`config.mk`:
```
export PLATFORM = sky130hd
export DESIGN_NAME = bp_cfg_responder
export DESIGN_NICKNAME = d
export VERILOG_FILES = /design/src/rtl/bp_cfg_responder_pkg.sv /design/src/rtl/bp_cfg_responder_one_fifo.sv /design/src/rtl/bp_cfg_responder.sv
export SDC_FILE = /design/constraint.sdc
export NUM_CORES = 1
export LEC_CHECK = 0
export ABC_AREA = 1
export CAP_MARGIN = 20
export CELL_PAD_IN_SITES_DETAIL_PLACEMENT = 1
export CELL_PAD_IN_SITES_GLOBAL_PLACEMENT = 1
export CORE_MARGIN = 3
export CORE_UTILIZATION = 30
export CTS_CLUSTER_DIAMETER = 80
export DETAILED_ROUTE_END_ITERATION = 16
export PLACE_DENSITY = 0.94
export SLEW_MARGIN = 20
export SYNTH_ARGS = -nofsm -noshare
export SYNTH_HDL_FRONTEND = slang
export SYNTH_SLANG_ARGS = --single-unit
export TNS_END_PERCENT = 20
```
`constraint.sdc`:
```
create_clock -name clk_i -period 6.5 [get_ports clk_i]
set_input_delay 1.95 -clock clk_i [delete_from_list [all_inputs] [get_ports clk_i]]
set_output_delay 1.95 -clock clk_i [all_outputs]
set_load 0.03 [all_outputs]
```
`src/rtl/bp_cfg_responder_pkg.sv`:
```
// Shared config-link types: address map, command/response structs, cache/CCE
// modes and the table of static processor configurations.
package bp_common_cfg_link_pkg;

  localparam int unsigned cfg_addr_width_gp = 16;
  localparam int unsigned cfg_data_width_gp = 64;

  typedef enum logic [1:0] {
    e_bp_single_core_cfg = 2'd0,
    e_bp_dual_core_cfg   = 2'd1,
    e_bp_quad_core_cfg   = 2'd2,
    e_bp_oct_core_cfg    = 2'd3
  } bp_params_e;

  typedef struct packed {
    int unsigned cc_x_dim;
    int unsigned cc_y_dim;
    int unsigned vaddr_width;
    int unsigned paddr_width;
    int unsigned lce_sets;
    int unsigned lce_assoc;
    int unsigned lce_dcache_sets;
    int unsigned lce_dcache_assoc;
    int unsigned cce_block_width;
    int unsigned io_noc_did_width;
  } bp_proc_param_s;

  localparam bp_proc_param_s all_cfgs_gp [4] = '{
    '{cc_x_dim: 1, cc_y_dim: 1, vaddr_width: 39, paddr_width: 40, lce_sets: 64, lce_assoc: 8,
      lce_dcache_sets: 64, lce_dcache_assoc: 4, cce_block_width: 512, io_noc_did_width: 3},
    '{cc_x_dim: 2, cc_y_dim: 1, vaddr_width: 39, paddr_width: 40, lce_sets: 64, lce_assoc: 8,
      lce_dcache_sets: 64, lce_dcache_assoc: 4, cce_block_width: 512, io_noc_did_width: 3},
    '{cc_x_dim: 2, cc_y_dim: 2, vaddr_width: 39, paddr_width: 40, lce_sets: 64, lce_assoc: 8,
      lce_dcache_sets: 64, lce_dcache_assoc: 4, cce_block_width: 512, io_noc_did_width: 3},
    '{cc_x_dim: 4, cc_y_dim: 2, vaddr_width: 39, paddr_width: 40, lce_sets: 64, lce_assoc: 8,
      lce_dcache_sets: 64, lce_dcache_assoc: 4, cce_block_width: 512, io_noc_did_width: 3}
  };

  typedef enum logic [cfg_addr_width_gp-1:0] {
    e_cfg_freeze           = 16'h0000,
    e_cfg_npc              = 16'h0001,
    e_cfg_core_id          = 16'h0002,
    e_cfg_did              = 16'h0003,
    e_cfg_icache_mode      = 16'h0004,
    e_cfg_dcache_mode      = 16'h0005,
    e_cfg_cce_mode         = 16'h0006,
    e_cfg_cc_x_dim         = 16'h0100,
    e_cfg_cc_y_dim         = 16'h0101,
    e_cfg_vaddr_width      = 16'h0102,
    e_cfg_paddr_width      = 16'h0103,
    e_cfg_lce_sets         = 16'h0104,
    e_cfg_lce_assoc        = 16'h0105,
    e_cfg_lce_dcache_sets  = 16'h0106,
    e_cfg_lce_dcache_assoc = 16'h0107,
    e_cfg_cce_block_width  = 16'h0108,
    e_cfg_io_noc_did_width = 16'h0109,
    e_cfg_params           = 16'h010A
  } bp_cfg_addr_e;

  typedef enum logic {
    e_mode_uncached = 1'b0,
    e_mode_normal   = 1'b1
  } bp_mode_e;

  typedef struct packed {
    logic                         w;
    logic [cfg_addr_width_gp-1:0] addr;
    logic [cfg_data_width_gp-1:0] data;
  } bp_cfg_cmd_s;

  typedef struct packed {
    logic                         err;
    logic [cfg_data_width_gp-1:0] data;
  } bp_cfg_resp_s;

endpackage

```
`src/rtl/bp_cfg_responder_one_fifo.sv`:
```
// Single-entry valid/ready buffer; may be refilled in the same cycle it is consumed.
module bsg_one_fifo #(
  parameter int unsigned width_p = 1
) (
  input  logic               clk_i,
  input  logic               reset_i,
  output logic               ready_o,
  input  logic               v_i,
  input  logic [width_p-1:0] data_i,
  output logic               v_o,
  output logic [width_p-1:0] data_o,
  input  logic               yumi_i
);

  logic               r_full;
  logic [width_p-1:0] r_data;

  assign ready_o = ~r_full | yumi_i;
  assign v_o     = r_full;
  assign data_o  = r_data;

  always_ff @(posedge clk_i) begin
    if (reset_i) begin
      r_full <= 1'b0;
      r_data <= '0;
    end else if (v_i & ready_o) begin
      r_full <= 1'b1;
      r_data <= data_i;
    end else if (yumi_i) begin
      r_full <= 1'b0;
    end
  end

endmodule

```
`src/rtl/bp_cfg_responder.sv`:
```
// Config-bus responder for one core tile: runtime config registers plus a
// read-only window describing the static build configuration.
module bp_cfg_responder
  import bp_common_cfg_link_pkg::*;
#(
  parameter bp_params_e  bp_params_p      = e_bp_single_core_cfg,
  parameter int unsigned cfg_addr_width_p = 16,
  parameter int unsigned cfg_data_width_p = 64,
  parameter int unsigned core_id_width_p  = 8,
  localparam bp_proc_param_s cfg_lp       = all_cfgs_gp[bp_params_p],
  localparam int unsigned vaddr_width_lp  = cfg_lp.vaddr_width,
  localparam int unsigned did_width_lp    = cfg_lp.io_noc_did_width,
  parameter logic [vaddr_width_lp-1:0] boot_pc_p = 39'h00_8000_0000
) (
  input  logic                        clk_i,
  input  logic                        reset_i,
  input  logic                        cmd_v_i,
  output logic                        cmd_ready_o,
  input  logic                        cmd_w_i,
  input  logic [cfg_addr_width_p-1:0] cmd_addr_i,
  input  logic [cfg_data_width_p-1:0] cmd_data_i,
  output logic                        resp_v_o,
  input  logic                        resp_yumi_i,
  output logic [cfg_data_width_p-1:0] resp_data_o,
  output logic                        resp_err_o,
  output logic                        freeze_o,
  output logic [vaddr_width_lp-1:0]   npc_o,
  output logic [core_id_width_p-1:0]  core_id_o,
  output logic [did_width_lp-1:0]     did_o,
  output logic                        icache_mode_o,
  output logic                        dcache_mode_o,
  output logic                        cce_mode_o
);

  logic                       r_freeze;
  logic [vaddr_width_lp-1:0]  r_npc;
  logic [core_id_width_p-1:0] r_core_id;
  logic [did_width_lp-1:0]    r_did;
  bp_mode_e                   r_icache_mode;
  bp_mode_e                   r_dcache_mode;
  bp_mode_e                   r_cce_mode;

  bp_cfg_cmd_s                  w_cmd;
  bp_cfg_resp_s                 w_resp;
  bp_cfg_resp_s                 w_resp_q;
  logic                         w_fifo_ready;
  logic                         w_accept;
  logic                         w_addr_hi_zero;
  logic                         w_mapped;
  logic                         w_ro;
  logic                         w_wr_en;
  logic [cfg_data_width_gp-1:0] w_rdata;

  assign w_cmd.w        = cmd_w_i;
  assign w_cmd.addr     = cfg_addr_width_gp'(cmd_addr_i);
  assign w_cmd.data     = cfg_data_width_gp'(cmd_data_i);
  // Wide address buses must not alias onto the 16-bit map.
  assign w_addr_hi_zero = ((64'(cmd_addr_i) >> cfg_addr_width_gp) == '0);

  always_comb begin
    w_rdata  = '0;
    w_ro     = 1'b0;
    w_mapped = 1'b1;
    case (w_cmd.addr)
      e_cfg_freeze:           w_rdata = 64'(r_freeze);
      e_cfg_npc:              w_rdata = 64'(r_npc);
      e_cfg_core_id:          w_rdata = 64'(r_core_id);
      e_cfg_did:              w_rdata = 64'(r_did);
      e_cfg_icache_mode:      w_rdata = 64'(r_icache_mode);
      e_cfg_dcache_mode:      w_rdata = 64'(r_dcache_mode);
      e_cfg_cce_mode:         w_rdata = 64'(r_cce_mode);
      e_cfg_cc_x_dim:         begin w_rdata = 64'(cfg_lp.cc_x_dim);         w_ro = 1'b1; end
      e_cfg_cc_y_dim:         begin w_rdata = 64'(cfg_lp.cc_y_dim);         w_ro = 1'b1; end
      e_cfg_vaddr_width:      begin w_rdata = 64'(cfg_lp.vaddr_width);      w_ro = 1'b1; end
      e_cfg_paddr_width:      begin w_rdata = 64'(cfg_lp.paddr_width);      w_ro = 1'b1; end
      e_cfg_lce_sets:         begin w_rdata = 64'(cfg_lp.lce_sets);         w_ro = 1'b1; end
      e_cfg_lce_assoc:        begin w_rdata = 64'(cfg_lp.lce_assoc);        w_ro = 1'b1; end
      e_cfg_lce_dcache_sets:  begin w_rdata = 64'(cfg_lp.lce_dcache_sets);  w_ro = 1'b1; end
      e_cfg_lce_dcache_assoc: begin w_rdata = 64'(cfg_lp.lce_dcache_assoc); w_ro = 1'b1; end
      e_cfg_cce_block_width:  begin w_rdata = 64'(cfg_lp.cce_block_width);  w_ro = 1'b1; end
      e_cfg_io_noc_did_width: begin w_rdata = 64'(cfg_lp.io_noc_did_width); w_ro = 1'b1; end
      e_cfg_params:           begin w_rdata = 64'(bp_params_p);             w_ro = 1'b1; end
      default:                w_mapped = 1'b0;
    endcase
    if (!w_addr_hi_zero) begin
      w_rdata  = '0;
      w_ro     = 1'b0;
      w_mapped = 1'b0;
    end
  end

  assign w_accept    = cmd_v_i & w_fifo_ready;
  assign w_wr_en     = w_accept & w_cmd.w & w_mapped & ~w_ro;
  assign w_resp.err  = ~w_mapped | (w_cmd.w & w_ro);
  assign w_resp.data = w_cmd.w ? '0 : w_rdata;

  always_ff @(posedge clk_i) begin
    if (reset_i) begin
      r_freeze      <= 1'b1;
      r_npc         <= boot_pc_p;
      r_core_id     <= '0;
      r_did         <= '0;
      r_icache_mode <= e_mode_uncached;
      r_dcache_mode <= e_mode_uncached;
      r_cce_mode    <= e_mode_uncached;
    end else if (w_wr_en) begin
      case (w_cmd.addr)
        e_cfg_freeze:      r_freeze      <= w_cmd.data[0];
        e_cfg_npc:         r_npc         <= w_cmd.data[vaddr_width_lp-1:0];
        e_cfg_core_id:     r_core_id     <= w_cmd.data[core_id_width_p-1:0];
        e_cfg_did:         r_did         <= w_cmd.data[did_width_lp-1:0];
        e_cfg_icache_mode: r_icache_mode <= bp_mode_e'(w_cmd.data[0]);
        e_cfg_dcache_mode: r_dcache_mode <= bp_mode_e'(w_cmd.data[0]);
        e_cfg_cce_mode:    r_cce_mode    <= bp_mode_e'(w_cmd.data[0]);
        default: ;
      endcase
    end
  end

  bsg_one_fifo #(
    .width_p($bits(bp_cfg_resp_s))
  ) u_resp_fifo (
    .clk_i   (clk_i),
    .reset_i (reset_i),
    .ready_o (w_fifo_ready),
    .v_i     (w_accept),
    .data_i  (w_resp),
    .v_o     (resp_v_o),
    .data_o  (w_resp_q),
    .yumi_i  (resp_yumi_i)
  );

  assign cmd_ready_o   = w_fifo_ready;
  assign resp_data_o   = cfg_data_width_p'(w_resp_q.data);
  assign resp_err_o    = w_resp_q.err;
  assign freeze_o      = r_freeze;
  assign npc_o         = r_npc;
  assign core_id_o     = r_core_id;
  assign did_o         = r_did;
  assign icache_mode_o = r_icache_mode;
  assign dcache_mode_o = r_dcache_mode;
  assign cce_mode_o    = r_cce_mode;

endmodule

```
**Word level (Yosys, flattened, before mapping)**

Cells that the tools add are included.

- Register bits after elaboration: 120
- Input port bits: 85
- Output and inout port bits: 121
- Logic and storage cells: 56

- Equality and inequality tests: 17
- Mux-type cells: 6
- Bitwise logic cells: 11
- Reductions and logical operators: 13

Operator list:

| kind | number |
|---|---|
| case mux 39 bit (15 select lines) | 1 |
| equality test 16 x 9 -> 1 bit, second input constant | 11 |
| 2-to-1 mux 64 bit | 1 |
| equality test 16 x 3 -> 1 bit, second input constant | 3 |
| equality test 16 x 2 -> 1 bit, second input constant | 2 |
| OR reduction 18 bit | 1 |
| equality test 16 x 1 -> 1 bit, second input constant | 1 |
| logical NOT 16 bit | 1 |
| AND reduction 2 bit | 7 |
| OR reduction 11 bit | 1 |
| AND 1 bit | 6 |
| 2-to-1 mux 1 bit | 4 |
| OR reduction 2 bit | 2 |
| inverter 1 bit | 3 |
| OR 1 bit | 2 |
| nonzero test 2 bit | 1 |

**Depth between registers and ports, before layout**

Gate-level depths: netlist (run 1).

- Depth in word-level cells: 7
- Depth in mapped cells: 14

**Cells and area by module**

From an unflattened synthesis (run 1), not the netlist that was laid out.

- Cell total of the unflattened synthesis: 1059
- Area total of the unflattened synthesis: 6555.0 µm²

Modules (own cells, without submodules):

| module | instances | cells an instance | area each (µm²) |
|---|---|---|---|
| bp_cfg_responder | 1 | 627 | 3583.4 |
| bsg_one_fifo | 1 | 432 | 2971.6 |

**Worst setup path after synthesis (run 1)**

Ideal clock, no wire load.

- Path type: input to output
- From: input port resp_yumi_i
- To: output port cmd_ready_o
- Arrival: 2.208 ns
- Path slack: 2.342 ns
- Stages on the path: 2
- Buffers on the path: 0
- Cells stage by stage: inv_1 > nand2_1

- Cells in the longest elaborated chain, start to end: 1

RTL lines:

| item | line | RTL |
|---|---|---|
| start, declared | bp_cfg_responder.sv:23 | `input logic resp_yumi_i,` |
| OR 1 bit | bp_cfg_responder_one_fifo.sv:18 | `assign ready_o = ~r_full \| yumi_i;` |
| end, declared | bp_cfg_responder.sv:18 | `output logic cmd_ready_o,` |

No other way between the ends.

**Worst setup path after layout (run 1)**

Same ends and word-level chain as after synthesis.

==> out/metrics.yaml, run 1 <==
routed_wl_mm: 15.38
cts_buffers: 9
antenna_found_initial: 0
synth.yosys.seq_area_share: 0.4459
hold_viol: 0
r2r-end: "npc_o[13]"
via_per_inst: 4.962
outcome: "complete, no violations"
hold_path_end: "u_resp_fifo.data_o[8]"
tritoncts: "done"
avgSynthCellArea_um2: 7.015
yosys.area_share.adder: 0
fp.dieW_um: 125.2
synth_top_area_frac: 0.4459
diodes: 0
synthMuxAreaShare: 0
swShare: 0.2453
synth_top_family_by_area: "simple AND/OR/NAND/NOR gates"
synth_xor_area_frac: 0
setup_viol: 0
worstPathArrival_ns: 3.20
io_buffers: 155
fin_tns_setup_ns: 0
holdPathStages: 2
synth_cells: 608
required_ns: 4.55
place.gp.congestion: 0.8496
grt_max_degree: 81
reg2reg_depth: 8
p_switching_uw: 299.2
drv_slew: 0
num-nets-final: 826
syn_area_um2: 4265
grt_pass1_vias: 4567
ys_types: 22
clk_pin_slew_ns: 0.06
path_buf_inv: 3
synth_flop_cell: "dfxtp_1"
final_core_util: 0.4484
dr.pass1.iters: 4
synth-seq-cells: 95
cts_resized: 0
timing.final.ws_setup_ns: 1.355
place_ws_ns: 1.346
clkSinkCount: 95
area_growth_pct: 42.53
initial_core_util: 0.3146
maxCapViolations: 0
htreeDepth: 3
power_uw: 1220
hp-class: "register to register"
end_kind: "primary output"
synthMostInstantiatedCell: "nand2_1"
start_kind: "primary input"
core_area_um2: 13560
worst_slew_pin_slew_ns: 1.075
hold_start: "u_resp_fifo.data_o[8]"
period_minus_slack_ns: 5.145
overflow: 0
layout-drive-gt1-share: 0.05101
p_int_uw: 920.5
cts_buffer_depth: 2
vdd_drop_max_v: 0.0001215
crit_fanout: 3
power_density_nw_per_um2: 200.6
die-area_um2: 15690
combPwrFrac: 0.085
postCtsHoldBufs: 0
crit_family: "buffers and inverters"
relSlewSlack: 0.2818
r2r_slack_ns: 3.95
path_cells: "clkdlybuf4s50_1 -> inv_1 -> nand2_1 -> clkdlybuf4s50_1"
crit_path_frequent_cell: "clkdlybuf4s50_1"
crit_type: "primary input to primary output"
grt_pass1_wl_mm: 23.93
leakage_uw: 0.002205
power_frac_clock: 0.437
ys_async_sr_fraction: 0
r2r_start: "u_resp_fifo.v_o"
synth_common_cells: "187 x nand2_1, 95 x dfxtp_1, 79 x a21oi_1"
fmax_ghz: 0.1944
finalCritPeriodShare: 0.7916
ant_nets: 0
synth_edf_count: 0
p_seq_frac: 0.478
drt_iter0_markers: 238
die_h_um: 125.2
synth.area.top_cells: "dfxtp_1 45%, nand2_1 16%, a21oi_1 9.3%"
clk_latency_ns: 0.35
cts_setup_buffers: 0
vias: 4570
clock_skew_ns: 0.009082
rsz0062_at_grt: "no"
num_io_pins: 206
fillCellCount: 1705
root_buffer: "clkbuf_16"
drc: 0
synth-simple-area-share: 0.3324
synth_compound_area_frac: 0.1153
hpwlAfterDp_mm: 10.61
cp_slowest_stage_delay_ns: 0.67
cp_slowest_cell: "clkdlybuf4s50_1"
yosysWarningCount: 0
synth_top_cell_by_area: "dfxtp_1"
wl_per_cell_um: 16.70
grt_use_total: 0.1886
rows: 42
[cells by family after synthesis]
| family | after synthesis |
|---|---|
| compound gates | 96 |
| buf+inv | 84 |
| flops | 95 |
| other cells | 1 |
| simple gates | 332 |
[sequential cells by signal, summed over array words and instances (netlist names)]
name                cells
core_id_o               8
dcache_mode_o           1
npc_o                  39
icache_mode_o           1
cce_mode_o              1
u_resp_fifo.v_o         1
freeze_o                1
did_o                   3
u_resp_fifo.data_o     40
[stage by stage]
stage	std cells	hold slack, ns	cell area (µm²)
floorplan	632	0.5948	4355
global placement	906	0.4511	5792
detailed placement	906	0.4569	5792
CTS	921	0.4661	6080
global route	921	0.4819	6080
finish	921	0.4653	6080
[area by class of cell]
cell class	count	area (µm²)	area share
Clock buffer	11	232.7	0.03828
Sequential cell	95	1902	0.3128
Tap cell	176	220.2	0.03622
Multi-Input combinational cell	453	2003	0.3295
Clock inverter	4	55.05	0.009055
Timing Repair Buffer	160	1584	0.2605
Inverter	22	82.58	0.01358
[routing by layer]
metal / GRT usage / vias up / part of all wire
li1: - / 2206 / -
met1: 0.2256 / 2215 / 0.42
met2: 0.3334 / 133 / 0.50
met3: 0.04861 / 16 / 0.058
met4: 0.05485 / 0 / 0.017
met5: 0 / - / 0
[how the worst max path moves through the flow]
stage / start / slack (ns) / cells after the start / to
after floorplan: resp_yumi_i / 2.34 / 2 / cmd_ready_o
after global placement: resp_yumi_i / 1.35 / 4 / cmd_ready_o
after detailed placement: resp_yumi_i / 1.35 / 4 / cmd_ready_o
after CTS: resp_yumi_i / 1.35 / 4 / cmd_ready_o
after global routing: resp_yumi_i / 1.28 / 4 / cmd_ready_o
final: resp_yumi_i / 1.35 / 4 / cmd_ready_o
[cells in the final DEF (no fill, tap or decap), types with 6 or more instances in the layout]
| cell | synthesis | final |
|---|---|---|
| nor2_2 | 6 | 6 |
| o21ai_0 | 14 | 14 |
| clkdlybuf4s50_1 | 0 | 154 |
| inv_1 | 17 | 17 |
| dfxtp_1 | 95 | 95 |
| nand4_1 | 35 | 35 |
| nor2_1 | 71 | 71 |
| nand3_1 | 24 | 24 |
| clkbuf_16 | 0 | 9 |
| a21oi_1 | 79 | 79 |
| conb_1 | 1 | 25 |
| nand2_1 | 187 | 187 |
[power groups by stage]
| stage | Combinational [µW] | Sequential (µW) | Clock (µW) |
|---|---|---|---|
| 2_1_floorplan | 60.5 | 598 | 0 |
| 3_3_place_gp | 101 | 596 | 0 |
| 3_5_place_dp | 102 | 596 | 0 |
| 4_1_cts | 103 | 583 | 544 |
| 5_1_grt | 110 | 583 | 572 |
| 6_report | 103 | 583 | 534 |
[tightest hold or removal path, stage by stage (launching register included)]
cell	delay, ns
dfxtp_1	0.31
nand2_1	0.06
a21oi_1	0.05
No activity file was read; power rests on OpenSTA's default activity.
==> inputs of run 2 (changes only) <==
--- a/config.mk
+++ b/config.mk
@@ -10,10 +10,10 @@
 export CELL_PAD_IN_SITES_DETAIL_PLACEMENT = 1
 export CELL_PAD_IN_SITES_GLOBAL_PLACEMENT = 1
 export CORE_MARGIN = 3
-export CORE_UTILIZATION = 30
+export CORE_UTILIZATION = 25
 export CTS_CLUSTER_DIAMETER = 80
 export DETAILED_ROUTE_END_ITERATION = 16
-export PLACE_DENSITY = 0.94
+export PLACE_DENSITY = 0.85
 export SLEW_MARGIN = 20
 export SYNTH_ARGS = -nofsm -noshare
 export SYNTH_HDL_FRONTEND = slang
==> constraint.sdc (replaced) <==
create_clock -name clk_i -period 4.2 [get_ports clk_i]
set_input_delay 1.26 -clock clk_i [delete_from_list [all_inputs] [get_ports clk_i]]
set_output_delay 1.26 -clock clk_i [all_outputs]
set_load 0.03 [all_outputs]
==> out/metrics.yaml, run 2 (synthesized netlist as in run 1, its figures left out) <==
num_io_pins: 206
outcome: "complete, no violations"
fin_tns_setup_ns: 0
finalCritPeriodShare: 0.9061
cts_setup_buffers: 0
period_minus_slack_ns: 3.806
root_buffer: "clkbuf_16"
required_ns: 2.94
place.gp.congestion: 0.8161
drt_iter0_markers: 164
num-nets-final: 829
start_kind: "primary input"
die_h_um: 136.6
tritoncts: "done"
wl_per_cell_um: 15.66
layout_common_cells: "186 x nand2_1, 154 x clkdlybuf4s50_1, 95 x dfxtp_1, 79 x a21oi_1, 71 x nor2_1"
vdd_drop_max_v: 0.0001906
grt_use_total: 0.1589
core_area_um2: 16640
hold_viol: 0
rsz0062_at_grt: "no"
clk_pin_slew_ns: 0.06
routed_wl_mm: 15.18
initial_core_util: 0.2563
register_area_um2: 1902
die-area_um2: 18670
fmax_ghz: 0.2628
area_growth_pct: 44.97
crit_family: "buffers and inverters"
cts_buffer_depth: 2
cp_slowest_stage_delay_ns: 0.68
cp_slowest_cell: "clkdlybuf4s50_1"
power_uw: 1838
hp-class: "register to register"
antenna_found_initial: 0
drv_slew: 0
fillCellCount: 2047
setup_viol: 0
dr.pass1.iters: 4
path_buf_inv: 3
rows: 47
grt_pass1_vias: 4477
hpwlAfterDp_mm: 10.76
maxCapViolations: 0
layout-drive-gt1-share: 0.05874
final_common_cell: "nand2_1"
diodes: 0
path_cells: "clkdlybuf4s50_1 -> inv_1 -> nand2_1 -> clkdlybuf4s50_1"
drc: 0
cts_resized: 0
io_buffers: 155
worst_slew_pin_slew_ns: 0.6196
fp.dieW_um: 136.6
overflow: 0
clk_latency_ns: 0.34
postCtsHoldBufs: 0
htreeDepth: 3
grt_pass1_wl_mm: 23.36
via_per_inst: 4.606
leakage_uw: 0.002229
relSlewSlack: 0.5869
clock_skew_ns: 0.004898
multiInputGateArea_um2: 2006
end_kind: "primary output"
vias: 4463
ant_nets: 0
crit_type: "primary input to primary output"
crit_fanout: 3
largest_reg_flops: 40
grt_max_degree: 52
worstPathArrival_ns: 2.55
power_density_nw_per_um2: 297.2
cts_buffers: 9
clkSinkCount: 95
crit_path_frequent_cell: "clkdlybuf4s50_1"
-- run 2: cell count changes in the layout (fill, tap and decap cells not counted), sizes merged --
| cell | delta |
|---|---|
| inv | -1 |
| buf | +3 |
| bufinv | -1 |
| clkinv | +3 |
-- run 2: stage by stage --
step	hold WS (ns)	std cells	worst slack (ns)	cell area (µm²)	utilization
after floorplan	0.5948	632	1.422	4355	-
after global placement	0.4515	953	0.4142	5909	0.3551
after detailed placement	0.4570	953	0.3840	5909	0.3551
after CTS	0.4667	969	0.3851	6183	0.3716
after global routing	0.4812	969	0.3330	6183	0.3716
final	0.4644	969	0.3945	6183	0.3716
-- run 2: worst reg2reg max path, stage by stage, from the launching register on --
cell	delay, ns
dfxtp_1	0.31
nand2_1	0.11
nand2_2	0.10
nor2_1	0.27
o21ai_2	0.17
nor2_4	0.35
buf_12	0.24
nand2_1	0.08
a21oi_1	0.15
-- run 2: layer usage --
layer,global-route usage,share of wire
met1,0.2043,0.45
met2,0.2612,0.47
met3,0.03382,0.047
met4,0.05991,0.026
met5,0,0
-- run 2: worst paths after layout --
path | startpoint | to | cells after the start | slack (ns)
worst max-delay path | resp_yumi_i | cmd_ready_o | 4 | 0.39
worst max register to register | u_resp_fifo.v_o | npc_o[10] | 8 | 2.34
worst min register to register | u_resp_fifo.data_o[36] | u_resp_fifo.data_o[36] | 2 | 0.46
worst min-delay path | u_resp_fifo.data_o[36] | u_resp_fifo.data_o[36] | 2 | 0.46
-- run 2: layout make-up --
class,instances,area share
multi-input cells,453,0.3244
clock buffers,11,0.03926
flip-flops and latches,95,0.3076
inverters,22,0.01335
well taps,220,0.04452
clock inverters,5,0.005059
repair buffers,163,0.2659
-- run 2: report_power, final --
| group | total, µW | switching (µW) | internal [µW] |
|---|---|---|---|
| logic | 162 | 101 | 61.1 |
| clock network | 773 | 356 | 417 |
| registers | 902 | 0.673 | 902 |
| total | 1840 | 457 | 1380 |
==> inputs of run 3 (changes only) <==
--- a/config.mk
+++ b/config.mk
@@ -14,6 +14,7 @@
 export CTS_CLUSTER_DIAMETER = 80
 export DETAILED_ROUTE_END_ITERATION = 16
 export PLACE_DENSITY = 0.85
+export REMOVE_ABC_BUFFERS = 1
 export SLEW_MARGIN = 20
 export SYNTH_ARGS = -nofsm -noshare
 export SYNTH_HDL_FRONTEND = slang
==> out/metrics.yaml, run 3 (synthesized netlist as in run 1, its figures left out) <==
wl_per_cell_um: 15.44
die_h_um: 136.6
hold_viol: 0
reg2reg_depth: 9
drv_slew: 0
fmax_ghz: 0.2645
grt_max_degree: 63
cts_buffer_depth: 2
layout-drive-gt1-share: 0.06117
htreeDepth: 3
postCtsHoldBufs: 0
via_per_inst: 4.558
root_buffer: "clkbuf_16"
layout_common_cells: "186 x nand2_1, 154 x clkdlybuf4s50_1, 95 x dfxtp_1, 79 x a21oi_1, 71 x nor2_1"
cp_slowest_cell: "clkdlybuf4s50_1"
clk_latency_ns: 0.34
drc: 0
setup_viol: 0
worst_slew_pin_slew_ns: 0.6907
stdcell_count: 972
p_switching_uw: 444.3
final_common_cell: "nand2_1"
power_density_nw_per_um2: 303.0
diodes: 0
overflow: 0
crit_type: "primary input to primary output"
hold_path_end: "u_resp_fifo.data_o[38]"
largest_reg_flops: 40
p_seq_frac: 0.480
initial_core_util: 0.2563
fin_tns_setup_ns: 0
vias: 4430
crit_family: "buffers and inverters"
r2r-end: "npc_o[10]"
cts_buffers: 9
core_area_um2: 16640
drt_iter0_markers: 188
rsz0062_at_grt: "no"
relSlewSlack: 0.5396
start_kind: "primary input"
dr.pass1.iters: 4
holdPathStages: 2
num-nets-final: 832
final_core_util: 0.3732
worstPathArrival_ns: 2.52
io_buffers: 155
grt_pass1_wl_mm: 23.33
hold_start: "u_resp_fifo.data_o[38]"
path_buf_inv: 3
vdd_drop_max_v: 0.0001950
maxCapViolations: 0
ant_nets: 0
crit_fanout: 3
outcome: "complete, no violations"
clock_skew_ns: 0.005260
die-area_um2: 18670
tritoncts: "done"
hpwlAfterDp_mm: 10.61
num_io_pins: 206
grt_pass1_vias: 4380
combPwrFrac: 0.086
hp-class: "register to register"
period_minus_slack_ns: 3.781
fp.dieW_um: 136.6
clk_pin_slew_ns: 0.06
p_int_uw: 1438
routed_wl_mm: 15.01
path_cells: "clkdlybuf4s50_1 -> inv_1 -> nand2_1 -> clkdlybuf4s50_1"
place.gp.congestion: 0.7883
r2r_slack_ns: 2.23
area_growth_pct: 45.61
clkSinkCount: 95
power_frac_clock: 0.434
crit_path_frequent_cell: "clkdlybuf4s50_1"
required_ns: 2.94
placedCellCount: 956
end_kind: "primary output"
cp_slowest_stage_delay_ns: 0.68
finalCritPeriodShare: 0.9002
r2r_start: "u_resp_fifo.v_o"
leakage_uw: 0.002251
grt_use_total: 0.1604
cts_resized: 0
rows: 47
swShare: 0.2361
antenna_found_initial: 0
cts_setup_buffers: 0
## run 3: changes by cell type in the layout (fill, tap and decap cells not counted), sizes merged
cell | before | now
buf | 9 | 12
clkinvlp | 1 | 0
inv | 23 | 22
clkbuf | 11 | 12
bufinv | 0 | 1
## run 3: per-layer routing
metal  up-vias  wire (µm)  global-route usage
li1       2216          -                   -
met1      2074       6662              0.2025
met2       125       7422              0.2733
met3        15        710             0.03713
met4         0        210             0.04535
met5         -          0                   0
## run 3: worst reg2reg max path: cells and delay by family, from the launching register on
family	cells	cell delay, ns
compound gates	1	0.07
flops	1	0.31
buf+inv	2	0.45
simple gates	6	1.02
## run 3: power by group through the flow
stage / sequential, µW / clock [µW] / combinational (µW)
finish: 903 / 817 / 163
global route: 902 / 882 / 176
CTS: 902 / 850 / 163
detailed placement: 923 / 0 / 163
global placement: 923 / 0 / 162
floorplan: 926 / 0 / 60.9
## run 3: metrics by stage
stage               worst slack [ns]  total power [µW]  hold WS (ns)  instance area, µm²
finish                        0.4193              1882        0.4666                6211
global route                  0.3681              1961        0.4856                6211
CTS                           0.4117              1916        0.4666                6211
detailed placement            0.4125              1086        0.4557                5919
global placement              0.4110              1085        0.4519                5919
floorplan                     0.7716             986.7        0.5906                3988
## run 3: worst max-delay path by stage
stage | from | endpoint | slack, ns | cells past startpoint
5_1_grt | resp_yumi_i | cmd_ready_o | 0.37 | 4
6_report | resp_yumi_i | cmd_ready_o | 0.42 | 4
3_3_place_gp | resp_yumi_i | cmd_ready_o | 0.41 | 4
4_1_cts | resp_yumi_i | cmd_ready_o | 0.41 | 4
2_1_floorplan | resp_yumi_i | npc_o[31] | 0.77 | 9
3_5_place_dp | resp_yumi_i | cmd_ready_o | 0.41 | 4
## run 3: cell type report
type | count | area, µm²
inverters | 22 | 82.58
repair buffers | 166 | 1654
clock inverters | 4 | 45.04
fillers | 2071 | 10430
multi-input cells | 453 | 2006
flip-flops and latches | 95 | 1902
well taps | 220 | 275.3
clock buffers | 12 | 246.5
